$ cat config.mk
export PLATFORM = sky130hd
export DESIGN_NAME = video_timing_monitor
export DESIGN_NICKNAME = d
export VERILOG_FILES = /design/src/rtl/video_timing_monitor.sv
export SDC_FILE = /design/constraint.sdc
export NUM_CORES = 1
export LEC_CHECK = 0
export BUFFER_PORTS_ARGS = -buffer_cell sky130_fd_sc_hd__buf_2
export CELL_PAD_IN_SITES_DETAIL_PLACEMENT = 1
export CELL_PAD_IN_SITES_GLOBAL_PLACEMENT = 2
export CORE_ASPECT_RATIO = 1.75
export CORE_MARGIN = 4
export CORE_UTILIZATION = 39
export DETAILED_ROUTE_END_ITERATION = 7
export PLACE_DENSITY = 0.85
export SYNTH_ARGS = -nofsm -noshare
export SYNTH_HDL_FRONTEND = slang
export SYNTH_SLANG_ARGS = --single-unit
export TNS_END_PERCENT = 100
$ cat constraint.sdc
create_clock -name clk -period 3.9 [get_ports clk]
set_clock_uncertainty 0.2 [all_clocks]
set_input_delay 0 -clock clk [delete_from_list [all_inputs] [get_ports clk]]
set_output_delay 0 -clock clk [all_outputs]
set_load 0.01 [all_outputs]
$ cat src/rtl/video_timing_monitor.sv
// Passive measurement of a video timing stream: frame geometry, sync lock,
// PAL/NTSC classification and loss-of-signal, all sampled on the pixel enable.
module video_timing_monitor #(
  parameter int HW            = 12,
  parameter int VW            = 10,
  parameter int TIMEOUT_LINES = 1000,
  parameter int PAL_LINES_MIN = 288
) (
  input  logic          clk,
  input  logic          reset_n,
  input  logic          ce_pix,
  input  logic          hsync,
  input  logic          vsync,
  input  logic          hblank,
  input  logic          vblank,
  output logic [HW-1:0] h_total,
  output logic [HW-1:0] h_active,
  output logic [HW-1:0] hs_width,
  output logic [VW-1:0] v_total,
  output logic [VW-1:0] v_active,
  output logic          meas_valid,
  output logic          locked,
  output logic          is_pal,
  output logic          no_signal,
  output logic [15:0]   frame_cnt
);

  typedef enum logic [1:0] {SEARCH, FIRST, TRACK} state_t;

  localparam logic [HW-1:0] H_MAX     = '1;
  localparam logic [VW-1:0] V_MAX     = '1;
  localparam logic [VW-1:0] TIMEOUT_V = VW'(TIMEOUT_LINES);
  localparam logic [VW-1:0] PAL_V     = VW'(PAL_LINES_MIN);

  state_t        state, state_nxt;
  logic          hs_prev, vs_prev;
  logic [HW-1:0] h_cnt, h_total_cur, hs_cnt, hs_width_cur, act_cnt, act_max;
  logic [VW-1:0] line_cnt, vact_cnt;
  logic [HW-1:0] prev_h;
  logic [VW-1:0] prev_v;

  logic          hs_rise, hs_fall, vs_rise, active_px;
  logic          timeout_hit, h_match, v_close;
  logic          publish, frame_start, timeout;
  logic [HW-1:0] h_total_fold, hs_width_fold, act_max_fold;
  logic [VW-1:0] line_fold, vact_fold;
  logic [VW:0]   v_new, v_old;

  assign hs_rise   = ce_pix & hsync & ~hs_prev;
  assign hs_fall   = ce_pix & ~hsync & hs_prev;
  assign vs_rise   = ce_pix & vsync & ~vs_prev;
  assign active_px = ~hblank & ~vblank;

  // Frame values as they stand after this pixel's hsync processing, so a line
  // ending on the same pixel as a vsync rise is credited to the ending frame.
  always_comb begin
    h_total_fold  = hs_rise ? h_cnt : h_total_cur;
    hs_width_fold = hs_fall ? hs_cnt : hs_width_cur;
    act_max_fold  = (hs_rise && act_cnt > act_max) ? act_cnt : act_max;
    line_fold     = (hs_rise && line_cnt != V_MAX) ? line_cnt + 1'b1 : line_cnt;
    vact_fold     = (hs_rise && act_cnt != '0 && vact_cnt != V_MAX)
                    ? vact_cnt + 1'b1 : vact_cnt;
  end

  assign timeout_hit = (line_cnt >= TIMEOUT_V) || (h_cnt == H_MAX);
  assign h_match     = (h_total_fold == prev_h);
  assign v_new       = {1'b0, line_fold};
  assign v_old       = {1'b0, prev_v};
  // One line of slack lets interlaced sources alternate odd/even frame lengths.
  assign v_close     = (v_new == v_old) || (v_new == v_old + 1'b1) ||
                       (v_old == v_new + 1'b1);

  // NOTE: every always_comb output gets a default first so no path leaves a
  // signal unassigned and infers a latch.
  always_comb begin
    state_nxt   = state;
    publish     = 1'b0;
    frame_start = 1'b0;
    timeout     = 1'b0;
    if (ce_pix) begin
      case (state)
        SEARCH: begin
          if (vs_rise) begin
            frame_start = 1'b1;
            state_nxt   = FIRST;
          end
        end
        FIRST, TRACK: begin
          if (vs_rise) begin
            publish     = 1'b1;
            frame_start = 1'b1;
            state_nxt   = TRACK;
          end else if (timeout_hit) begin
            timeout   = 1'b1;
            state_nxt = SEARCH;
          end
        end
        default: state_nxt = SEARCH;
      endcase
    end
  end

  // NOTE: sequential state is written with non-blocking assignments only, so
  // every register samples the pre-edge values regardless of block ordering.
  always_ff @(posedge clk or negedge reset_n) begin
    if (!reset_n) state <= SEARCH;
    else          state <= state_nxt;
  end

  always_ff @(posedge clk or negedge reset_n) begin
    if (!reset_n) begin
      hs_prev      <= 1'b0;
      vs_prev      <= 1'b0;
      h_cnt        <= '0;
      h_total_cur  <= '0;
      hs_cnt       <= '0;
      hs_width_cur <= '0;
      act_cnt      <= '0;
    end else if (ce_pix) begin
      hs_prev <= hsync;
      vs_prev <= vsync;

      if (hs_rise) begin
        h_total_cur <= h_cnt;
        h_cnt       <= HW'(1);
      end else if (h_cnt != H_MAX) begin
        h_cnt <= h_cnt + 1'b1;
      end

      if (hs_rise)                      hs_cnt <= HW'(1);
      else if (hsync && hs_cnt != H_MAX) hs_cnt <= hs_cnt + 1'b1;
      if (hs_fall) hs_width_cur <= hs_cnt;

      if (hs_rise)                           act_cnt <= active_px ? HW'(1) : '0;
      else if (active_px && act_cnt != H_MAX) act_cnt <= act_cnt + 1'b1;
    end
  end

  always_ff @(posedge clk or negedge reset_n) begin
    if (!reset_n) begin
      line_cnt <= '0;
      act_max  <= '0;
      vact_cnt <= '0;
    end else if (frame_start) begin
      line_cnt <= '0;
      act_max  <= '0;
      vact_cnt <= '0;
    end else if (hs_rise) begin
      line_cnt <= line_fold;
      act_max  <= act_max_fold;
      vact_cnt <= vact_fold;
    end
  end

  always_ff @(posedge clk or negedge reset_n) begin
    if (!reset_n) begin
      h_total    <= '0;
      h_active   <= '0;
      hs_width   <= '0;
      v_total    <= '0;
      v_active   <= '0;
      meas_valid <= 1'b0;
      locked     <= 1'b0;
      is_pal     <= 1'b0;
      no_signal  <= 1'b0;
      frame_cnt  <= '0;
      prev_h     <= '0;
      prev_v     <= '0;
    end else begin
      meas_valid <= publish;
      if (publish) begin
        h_total   <= h_total_fold;
        hs_width  <= hs_width_fold;
        h_active  <= act_max_fold;
        v_total   <= line_fold;
        v_active  <= vact_fold;
        is_pal    <= (line_fold >= PAL_V);
        frame_cnt <= frame_cnt + 1'b1;
        no_signal <= 1'b0;
        if (state == TRACK) locked <= h_match && v_close;
        prev_h    <= h_total_fold;
        prev_v    <= line_fold;
      end else if (timeout) begin
        h_total   <= '0;
        h_active  <= '0;
        hs_width  <= '0;
        v_total   <= '0;
        v_active  <= '0;
        is_pal    <= 1'b0;
        locked    <= 1'b0;
        no_signal <= 1'b1;
      end
    end
  end

endmodule

==> metrics.md, run 1 <==
| Metric | Value |
|---|---|
| Post-synth top area share | `0.499` |
| GR Util All Layers | `0.199` |
| Mapped Area | `roughly 9700 µm²` |
| Maximum vdd drop | `between 0.0003 and 0.0004 V` |
| Maximum operating frequency | `289 MHz` |
| Post-synthesis instance total | `between 900 and 1000` |
| Reg clk slew, reported paths | `around 70 ps` |
| Leak pwr | `about 5.7 nW` |
| Syn_area_per_cell | `about 10 µm²` |
| PwrDens | `523 nW/µm²` |
| # diodes | `0` |
| DP HPWL | `approximately 19000 µm` |
| Die X | `about 130 µm` |
| Synthesized flop and latch total | `194` |
| Largest net degree at the start of global routing | `104` |
| Hold Fails Final Rpt | `0` |
| Fin nets | `about 1100` |
| Setup WS pre-CTS | `roughly 460 ps` |
| Longest Clk Path Bufs | `2` |
| Port buffer count | `82` |
| Tightest Pin Transition | `around 900 ps` |
| Cts bufs inserted | `17` |
| Worst hold slack | `between 20 and 25 ps` |
| Register share of total power | `0.440` |
| IO Pins | `slightly above 80` |
| Crit-path most repeated cell | `ha_1` |
| Required @ worst endpoint | `between 4000 and 5000 ps` |
| First-pass GRT wire length | `about 44000 µm` |
| Slowest cell on crit path | `dfrtp_1` |
| Routed vias/inst | `between 5 and 6` |
| # Max-Cap Violations | `0` |
| Post-route minimum period | `3470 ps` |
| Die height | `around 220 µm` |
| Leading cell type in the layout, fill and taps excluded | `dfrtp_1` |
| Clock sink total | `194` |
| Top FF cell, synth | `dfrtp_1` |
| Worst hold path type | `in2async` |
| Outcome | `complete, no violations` |
| Total of warnings raised by yosys | `0` |
| CTS Hold Bufs | `8` |
| Crit path cell chain | `ha_1 > and4_1 > a31oi_4 > xnor2_1 > inv_1 > ha_1 > nor3b_1 > a211oi_1 > o31a_1 > a2111oi_2 > nand4_1 > nand3_1` |
| Placer congestion estimate | `roughly 0.87` |
| Htree depth | `4` |
| Syn Nets | `992` |
| Setup ws final | `approximately 430 ps` |
| Switching share of power | `0.333` |
| First-pass DRT Iterations | `6` |
| Resize count post-CTS | `0` |
| RSZ-0062 raised after global routing | `no` |
| DRC violations left | `0` |
| Max_slew headroom | `0.413` |
| Comb pwr share | `0.257` |
| Bufs and invs on worst path | `1` |
| Routed Antenna Nets | `0` |
| Initial Util | `0.395` |
| # rows | `76` |
| Post-synth EDFFs | `0` |
| Unique masters post-synth | `78` |
| Vias in the first global route | `between 8000 and 9000` |
| Clock root buffer | `clkbuf_16` |
| Critical path startpoint category | `flop` |
| Critical path endpoint category | `flop` |
| CTS tree | `yes` |
| Leading cell types in the layout, fill and taps excluded | `dfrtp_1 (194), nand2_1 (104), nor2_1 (89)` |
| Die footprint | `~28000 µm²` |
| CP peak stage delay | `approximately 480 ps` |
| Core Region | `roughly 25000 µm²` |
| Register area share after synthesis | `0.499` |
| Kind of critical path | `reg2reg` |
| Routed WL per cell | `19.0 µm` |
| Final TNS setup | `0 ps` |
| Initial antenna violation count | `0` |
| DRT iter0 DRCs | `301` |
| Delay-heaviest family, CP | `simple AND/OR/NAND/NOR gates` |
| Clk Latency, worst-skew pair | `450 ps` |
| Slew Viols, Final | `0` |
| Worst endpoint data arrival time | `between 3000 and 4000 ps` |
| Via count | `between 7000 and 8000` |
| Ranking of synthesized cells by area | `dfrtp_1 (50%), nand2_1 (4.1%), xnor2_1 (4.0%)` |
| Routed WL | `25900 µm` |
| Total setup buffers inserted after CTS | `0` |
| Gr ovfl total | `0` |
| Crit-path max FO | `10` |
| Ys async rst share | `1.00` |
| # setup viols final | `0` |
| Cell taking the most area after synthesis | `dfrtp_1` |
| Period Utilization, post-route | `0.889` |
| Share of layout cells above drive strength 1 | `0.156` |
| Area Growth Syn to Fin | `14.8%` |
| Clock power frac | `0.303` |
| Pint | `3.89 mW` |
| Sw power | `1.94 mW` |
cell usage after synthesis, types with 15 or more instances:
cell / instances
mux2i_1: 23
nand4_1: 28
a21oi_1: 32
nand3_1: 32
dfrtp_1: 194
inv_1: 39
a21o_1: 33
xnor2_1: 44
and3_1: 15
nand2_1: 105
nor2_1: 89
o21ai_0: 64
xor2_1: 31
clkbuf_1: 29
ha_1: 26
sequential cells by signal (all words and copies together), names as in the netlist, 2 cells and up:
name / count
frame_cnt: 16
act_cnt: 12
act_max: 12
h_active: 12
h_cnt: 12
h_total: 12
h_total_cur: 12
hs_cnt: 12
hs_width: 12
hs_width_cur: 12
prev_h: 12
line_cnt: 10
prev_v: 10
v_active: 10
v_total: 10
vact_cnt: 10
state: 2
cell families (layout without fill, tap and decap cells):
group / after synthesis / after routing / share of synthesized area
simple gates: 351 / 351 / 0.182
fa+ha+maj: 26 / 26 / 0.0334
flops: 194 / 194 / 0.499
mux: 36 / 36 / 0.0387
xor+xnor: 79 / 79 / 0.0768
buf+inv: 81 / 177 / 0.0343
compound gates: 192 / 192 / 0.136
power groups by stage:
stage | combinational (mW) | sequential, mW | clock (mW)
finish | 1.50 | 2.57 | 1.77
global route | 1.70 | 2.62 | 1.90
CTS | 1.53 | 2.57 | 1.81
detailed placement | 1.51 | 2.61 | 0
global placement | 1.47 | 2.59 | 0
floorplan | 1.02 | 2.54 | 0
through the flow:
stage | std cells | utilization | power [mW] | area [µm²]
after global routing | 1367 | 0.454 | 6.22 | 11200
after detailed placement | 1327 | 0.427 | 4.12 | 10500
after floorplan | 959 | - | 3.57 | 9730
after CTS | 1367 | 0.454 | 5.92 | 11200
final | 1367 | 0.454 | 5.84 | 11200
after global placement | 1327 | 0.427 | 4.06 | 10500
routing by layer:
layer | global-route usage | vias up | part of all wire
li1 | - | 3493 | -
met1 | 0.223 | 3818 | 0.39
met2 | 0.367 | 109 | 0.55
met3 | 0.0388 | 37 | 0.030
met4 | 0.0759 | 0 | 0.029
met5 | 0 | - | 0
worst paths after layout:
path                              from           to  slack, ps  cells past startpoint
max                        line_cnt[1]       locked        430                     12
min                            reset_n  h_active[3]         20                      2
max reg2reg                line_cnt[1]       locked        430                     12
min reg2reg                h_total[10]  h_total[10]        270                      1
max in group asynchronous      reset_n  hs_width[9]       2410                      3
min in group clk                vblank   act_cnt[0]        270                      5
layout make-up:
cell class | count | area (µm²)
Fill cell | 2793 | 13500
Sequential cell | 194 | 4850
Multi-Input combinational cell | 684 | 4560
Timing Repair Buffer | 105 | 637
Clock buffer | 22 | 454
Tap cell | 312 | 390
Inverter | 40 | 150
Clock inverter | 10 | 124
Note: power is estimated with default switching activity, not from simulation.
==> run 2, diff against run 1 <==
- CELL_PAD_IN_SITES_DETAIL_PLACEMENT: 1 -> 2
- CORE_MARGIN: 4 -> default
==> run 2 against run 1 <==
Critical path depth did not move. Maximum frequency rose by 0.43%. Hold slack better by 250 ps. Sequential share of layout area down 0.38 points. Combinational power rose by 8%. First-iteration DRC count up 0.66%. Worst setup slack gained 15 ps. Die area fell by 7.3%. Total power is 4.6% higher. Global-route usage is 5.7 points higher. Critical endpoint unchanged.
==> metrics.md, run 2 (synthesis gave the netlist of run 1 again) <==
| Metric | Value |
|---|---|
| Hold Path Depth | `1` |
| Tightest Pin Transition | `944 ps (+63.5 ps)` |
| IO Pins | `83 (unchanged)` |
| Worst endpoint data arrival time | `3640 ps (about the same)` |
| Routed WL per cell | `22.2 µm (+17%)` |
| Vias in the first global route | `8881 (+8.1%)` |
| Multi-input logic area | `4560 µm² (-0.14%)` |
| Final instance area | `11300 µm² (+0.88%)` |
| Share of layout cells above drive strength 1 | `0.161 (+0.00413)` |
| Hold Fails Final Rpt | `0 (unchanged)` |
| Crit-path max FO | `8 (-2)` |
| Period Utilization, post-route | `0.885 (-0.00382)` |
| Overall Power | `6.11 mW (+4.6%)` |
| First-pass GRT wire length | `49400 µm (+13%)` |
| Die height | `211 µm (-2.8%)` |
| Clk Latency, worst-skew pair | `460 ps (about the same)` |
| Die X | `121 µm (-4.7%)` |
| Worst R2R Setup Slack | `450 ps (about the same)` |
| CTS tree | `yes` |
| Outcome | `complete, no violations` |
| Gr ovfl total | `0 (unchanged)` |
| DP HPWL | `21100 µm (+13%)` |
| Sink of the worst hold path | `h_total[10]` |
| Register share of total power | `0.423 (-0.017)` |
| Clock power frac | `0.311 (+0.008)` |
| Longest Clk Path Bufs | `2 (unchanged)` |
| Clock sink total | `194 (unchanged)` |
| Worst R2R End | `locked` |
| Flip-flop and latch area | `4850 µm² (unchanged)` |
| # rows | `76 (unchanged)` |
| Initial antenna violation count | `0 (unchanged)` |
| Port buffer count | `82 (unchanged)` |
| Max_slew headroom | `0.369 (-0.0447)` |
| DRC violations left | `0 (unchanged)` |
| Routed vias/inst | `5.67 (+4.0%)` |
| Placer congestion estimate | `0.897 (+2.9%)` |
| Leak pwr | `5.72 nW (+0.94%)` |
| Leading cell types in the layout, fill and taps excluded | `dfrtp_1 (194), nand2_1 (104), nor2_1 (89)` |
| Via count | `7777 (+4.3%)` |
| Critical path endpoint category | `flop` |
| GR Util All Layers | `0.256 (+0.0567)` |
| PwrDens | `542 nW/µm² (+3.7%)` |
| Beginning of the worst register-to-register path | `line_cnt[1]` |
| Sw power | `2.10 mW (+7.8%)` |
| Area Growth Syn to Fin | `15.9%` |
| Total setup buffers inserted after CTS | `0 (unchanged)` |
| Switching share of power | `0.343 (+0.00989)` |
| DRT iter0 DRCs | `303 (+0.66%)` |
| Pint | `4.01 mW (+3.1%)` |
| Routed WL | `30500 µm (+17%)` |
| # setup viols final | `0 (unchanged)` |
| Htree depth | `4 (unchanged)` |
| Placed inst area | `10500 µm² (about the same)` |
| Slew Viols, Final | `0 (unchanged)` |
| Die footprint | `25600 µm² (-7.3%)` |
| Worst Hold Launch | `h_total[10]` |
| Post-route minimum period | `3450 ps (-14.9 ps)` |
| RSZ-0062 raised after global routing | `no` |
| Core Region | `24500 µm² (-0.39%)` |
| Kind of critical path | `reg2reg` |
| Routed Antenna Nets | `0 (unchanged)` |
| Clock root buffer | `clkbuf_16` |
| Max FFs per register | `16 (unchanged)` |
| Required @ worst endpoint | `4090 ps (about the same)` |
| Fin nets | `1079 (+0.37%)` |
| Biggest register | `frame_cnt` |
| Largest net degree at the start of global routing | `76 (-27%)` |
| Cts bufs inserted | `17 (unchanged)` |
| Resize count post-CTS | `0 (unchanged)` |
| R2R cell count | `12 (unchanged)` |
| Leading cell type in the layout, fill and taps excluded | `dfrtp_1` |
| Worst hold path type | `reg2reg` |
| # Max-Cap Violations | `0 (unchanged)` |
| First-pass DRT Iterations | `4 (-2)` |
| Maximum operating frequency | `290 MHz (+0.43%)` |
| Comb pwr share | `0.266 (+0.009)` |
| Critical path startpoint category | `flop` |
| Initial Util | `0.397 (+0.00153)` |
| # diodes | `0 (unchanged)` |
| Maximum vdd drop | `0.000354 V (-0.44%)` |
| Reg clk slew, reported paths | `80 ps (about the same)` |
| Final TNS setup | `0 ps (unchanged)` |
| Fill cells | `2612 (-6.5%)` |
## run 2: changes by cell type in the layout (fill, tap and decap cells not counted), moves of 2 or more
cell,before,now
clkbuf_1,4,0
clkbuf_8,2,5
clkinv_2,1,3
clkinv_4,2,0
dlygate4sd3_1,8,10
inv_6,3,1
## run 2: per-stage QoR
| step | cells | worst slack, ps | utilization | hold WS [ps] |
|---|---|---|---|---|
| after floorplan | 959 | 753 | - | -496 |
| after global placement | 1328 | 647 | 0.429 | -86.5 |
| after detailed placement | 1328 | 473 | 0.429 | -73.4 |
| after CTS | 1371 | 452 | 0.459 | 280 |
| after global routing | 1371 | 147 | 0.459 | 289 |
| final | 1371 | 449 | 0.459 | 274 |
## run 2: final cells by class
class | instances | area share
clock inverter | 11 | 0.0131
inverter | 40 | 0.0133
tap | 312 | 0.0346
timing repair buffer | 109 | 0.0614
sequential | 194 | 0.431
multi-input combinational | 684 | 0.404
clock buffer | 21 | 0.0426
## run 2: power by group through the flow
stage | Combinational, mW | Clock, mW | Sequential (mW)
5_1_grt | 1.79 | 2.01 | 2.62
2_1_floorplan | 1.02 | 0 | 2.54
3_5_place_dp | 1.59 | 0 | 2.61
4_1_cts | 1.65 | 1.95 | 2.59
6_report | 1.62 | 1.90 | 2.58
3_3_place_gp | 1.50 | 0 | 2.58
## run 2: what timing repair did
action                                 in CTS  in global routing
endpoints found under the hold margin     104                  0
setup endpoints to repair                   0                  0
hold buffers                               11                  0
## run 2: per-layer routing
metal | wire [µm] | track usage | up-vias | part of all wire
li1 | - | - | 3509 | -
met4 | 1390 | 0.130 | 0 | 0.046
met5 | 0 | 0 | - | 0
met1 | 11300 | 0.270 | 4041 | 0.37
met2 | 16800 | 0.471 | 147 | 0.55
met3 | 898 | 0.0499 | 80 | 0.029
## run 2: worst max path at each step
stage	from	end	slack, ps	depth (start not counted)
final	line_cnt[1]	locked	450	12
after global routing	line_cnt[1]	locked	150	12
after CTS	line_cnt[1]	locked	450	12
after detailed placement	line_cnt[1]	locked	470	12
after global placement	line_cnt[1]	locked	650	12
after floorplan	line_cnt[1]	locked	750	13
## run 2: worst max-delay path, stage by stage (launching register included)
cell and delay, ps:
dfrtp_1 470, ha_1 240, and4_1 250, a31oi_4 260
mux2i_1 540, inv_1 100, ha_1 240, nor3b_1 180
o21a_1 220, o31a_1 250, a2111oi_2 200, nand4_1 130
nand3_1 110
==> run 3, diff against run 2 <==
- CORE_UTILIZATION: 39 -> 42
- CTS_CLUSTER_SIZE: default -> 14
- PLACE_DENSITY: 0.85 -> 0.9
- clock period: 3.9 -> 4.4 ns (I/O delays scaled with it)
==> run 3 against run 2 <==
The flow now finishes with violations (negative hold slack). Clock power shrank 17%. Cell area decreased by 1.8%. Core utilization rose by 2.7 points. Wire length rose by 11%. Sequential share of layout area increased by 0.80 points. Die area down 7.1%. Critical path depth unchanged. Flip-flop and latch count stayed put. Register-to-register slack improved by 240 ps. Non-clock buffer count decreased by 12. Critical endpoint unchanged.
==> metrics.md, run 3 (synthesis gave the netlist of run 1 again) <==
| Metric | Value |
|---|---|
| DRC violations left | `0 (unchanged)` |
| Total setup buffers inserted after CTS | `0 (unchanged)` |
| Final instance area | `11100 µm² (-1.8%)` |
| Multi-input logic area | `4560 µm² (about the same)` |
| Failing checks | `negative hold slack` |
| Reg clk slew, reported paths | `70 ps (about the same)` |
| Period Utilization, post-route | `0.843 (-0.0423)` |
| CTS Hold Bufs | `8 (-3)` |
| Crit-path max FO | `10 (+2)` |
| Crit path cell chain | `ha_1 > and4_1 > a31oi_4 > mux2i_1 > inv_1 > ha_1 > nor3b_1 > o21a_1 > o31a_1 > a2111oi_2 > nand4_1 > nand3_1` |
| Setup crit end | `locked` |
| Setup ws final | `692 ps (+243 ps)` |
| PwrDens | `483 nW/µm² (-11%)` |
| Leak pwr | `5.62 nW (-1.8%)` |
| Max_slew headroom | `0.333 (-0.0358)` |
| Max FFs per register | `16 (unchanged)` |
| Clk Latency, worst-skew pair | `470 ps (about the same)` |
| Kind of critical path | `reg2reg` |
| Cts bufs inserted | `17 (unchanged)` |
| Register share of total power | `0.433 (+0.010)` |
| Placer congestion estimate | `0.879 (-2.0%)` |
| Critical path startpoint category | `flop` |
| Routed vias/inst | `5.89 (+3.8%)` |
| Placed inst area | `10400 µm² (-0.89%)` |
| Worst endpoint data arrival time | `3910 ps (+270 ps)` |
| Area Growth Syn to Fin | `13.7%` |
| Largest net degree at the start of global routing | `119 (+57%)` |
| Via count | `7933 (+2.0%)` |
| Hold Fails Final Rpt | `2 (+2)` |
| IO Pins | `83 (unchanged)` |
| Biggest register | `frame_cnt` |
| Slew Viols, Final | `0 (unchanged)` |
| Fill cells | `2323 (-11%)` |
| Port buffer count | `82 (unchanged)` |
| Maximum operating frequency | `270 MHz (-6.9%)` |
| RSZ-0062 raised after global routing | `no` |
| Pint | `3.37 mW (-16%)` |
| First-pass GRT wire length | `54400 µm (+10%)` |
| Routed WL | `33900 µm (+11%)` |
| Worst hold path type | `in2async` |
| Htree depth | `4 (unchanged)` |
| Flip-flop and latch area | `4850 µm² (unchanged)` |
| Worst hold slack | `-2.40 ps (-277 ps)` |
| Gr ovfl total | `0 (unchanged)` |
| Setup WS pre-CTS | `788 ps (+315 ps)` |
| Tightest Pin Transition | `1000 ps (+57.2 ps)` |
| Die height | `203 µm (-3.6%)` |
| Switching share of power | `0.369 (+0.0263)` |
| # setup viols final | `0 (unchanged)` |
| DP HPWL | `21700 µm (+3.0%)` |
| Final TNS setup | `0 ps (unchanged)` |
| Longest Clk Path Bufs | `2 (unchanged)` |
| Worst R2R End | `locked` |
| Routed Antenna Nets | `0 (unchanged)` |
| Vias in the first global route | `9317 (+4.9%)` |
| Core Region | `22700 µm² (-7.3%)` |
| Clock sink total | `194 (unchanged)` |
| Leading cell types in the layout, fill and taps excluded | `dfrtp_1 (194), nand2_1 (104), nor2_1 (89)` |
| Slowest cell on crit path | `dfrtp_1` |
| Worst R2R Setup Slack | `690 ps (+240 ps)` |
| DRT iter0 DRCs | `314 (+3.6%)` |
| Critical path startpoint | `line_cnt[1]` |
| Die X | `117 µm (-3.6%)` |
| Resize count post-CTS | `0 (unchanged)` |
| Initial antenna violation count | `0 (unchanged)` |
| Comb pwr share | `0.274 (+0.008)` |
| # Max-Cap Violations | `0 (unchanged)` |
| Beginning of the worst register-to-register path | `line_cnt[1]` |
| Clock power frac | `0.293 (-0.018)` |
| Maximum vdd drop | `0.000310 V (-12%)` |
| # rows | `73 (-3.9%)` |
| Post-route minimum period | `3710 ps (+257 ps)` |
| Sw power | `1.97 mW (-5.8%)` |
| Fin nets | `1067 (-1.1%)` |
| Clock root buffer | `clkbuf_16` |
| Outcome | `finished, violations left` |
| Leading cell type in the layout, fill and taps excluded | `dfrtp_1` |
| Share of layout cells above drive strength 1 | `0.152 (-0.00867)` |
| GR Util All Layers | `0.311 (+0.0559)` |
| Die footprint | `23800 µm² (-7.1%)` |
| # diodes | `0 (unchanged)` |
| Required @ worst endpoint | `4600 ps (+510 ps)` |
| R2R cell count | `12 (unchanged)` |
| Routed WL per cell | `25.1 µm (+13%)` |
| First-pass DRT Iterations | `4 (unchanged)` |
| Crit-path most repeated cell | `ha_1` |
| Critical path endpoint category | `flop` |
| Initial Util | `0.428 (+0.0312)` |
| CTS tree | `yes` |
| CP peak stage delay | `500 ps (-40 ps)` |
==> run 3: final cells by class <==
cell class / count / share of cell area
Timing Repair Buffer: 97 / 0.0510
Clock buffer: 19 / 0.0391
Multi-Input combinational cell: 684 / 0.412
Inverter: 40 / 0.0136
Clock inverter: 13 / 0.0118
Tap cell: 300 / 0.0339
Sequential cell: 194 / 0.439
==> run 3: per-stage QoR <==
| step | util | std cells | power, mW |
|---|---|---|---|
| global route | 0.486 | 1347 | 5.60 |
| finish | 0.486 | 1347 | 5.35 |
| global placement | 0.458 | 1307 | 3.59 |
| CTS | 0.486 | 1347 | 5.37 |
| detailed placement | 0.458 | 1307 | 3.72 |
| floorplan | - | 959 | 3.16 |
==> run 3: worst max-delay path: cells and delay by family, from the launching register on <==
kind	cells	cell delay (ps)
simple gates	4	820
mux	1	450
buf+inv	1	110
compound gates	4	820
fa+ha+maj	2	710
flops	1	500
==> run 3: power by group through the flow <==
stage | combinational (mW) | clock (mW) | sequential [mW]
6_report | 1.47 | 1.57 | 2.31
5_1_grt | 1.60 | 1.65 | 2.34
4_1_cts | 1.47 | 1.60 | 2.30
3_5_place_dp | 1.41 | 0 | 2.32
3_3_place_gp | 1.30 | 0 | 2.29
2_1_floorplan | 0.908 | 0 | 2.26
==> run 3: worst min path at each step <==
stage	start	to	slack, ps	depth (start not counted)
floorplan	reset_n	act_cnt[0]	-500	0
global placement	reset_n	h_total[7]	10	1
detailed placement	reset_n	h_total[1]	10	1
CTS	vblank	act_cnt[1]	30	5
global route	reset_n	h_total[7]	90	2
finish	reset_n	h_total[7]	-2	2
==> run 3: layer usage <==
metal,part of all wire,global-route usage,vias to the layer above
li1,-,-,3488
met1,0.36,0.322,4114
met2,0.56,0.565,218
met3,0.029,0.0535,113
met4,0.056,0.199,0
met5,0,0,-
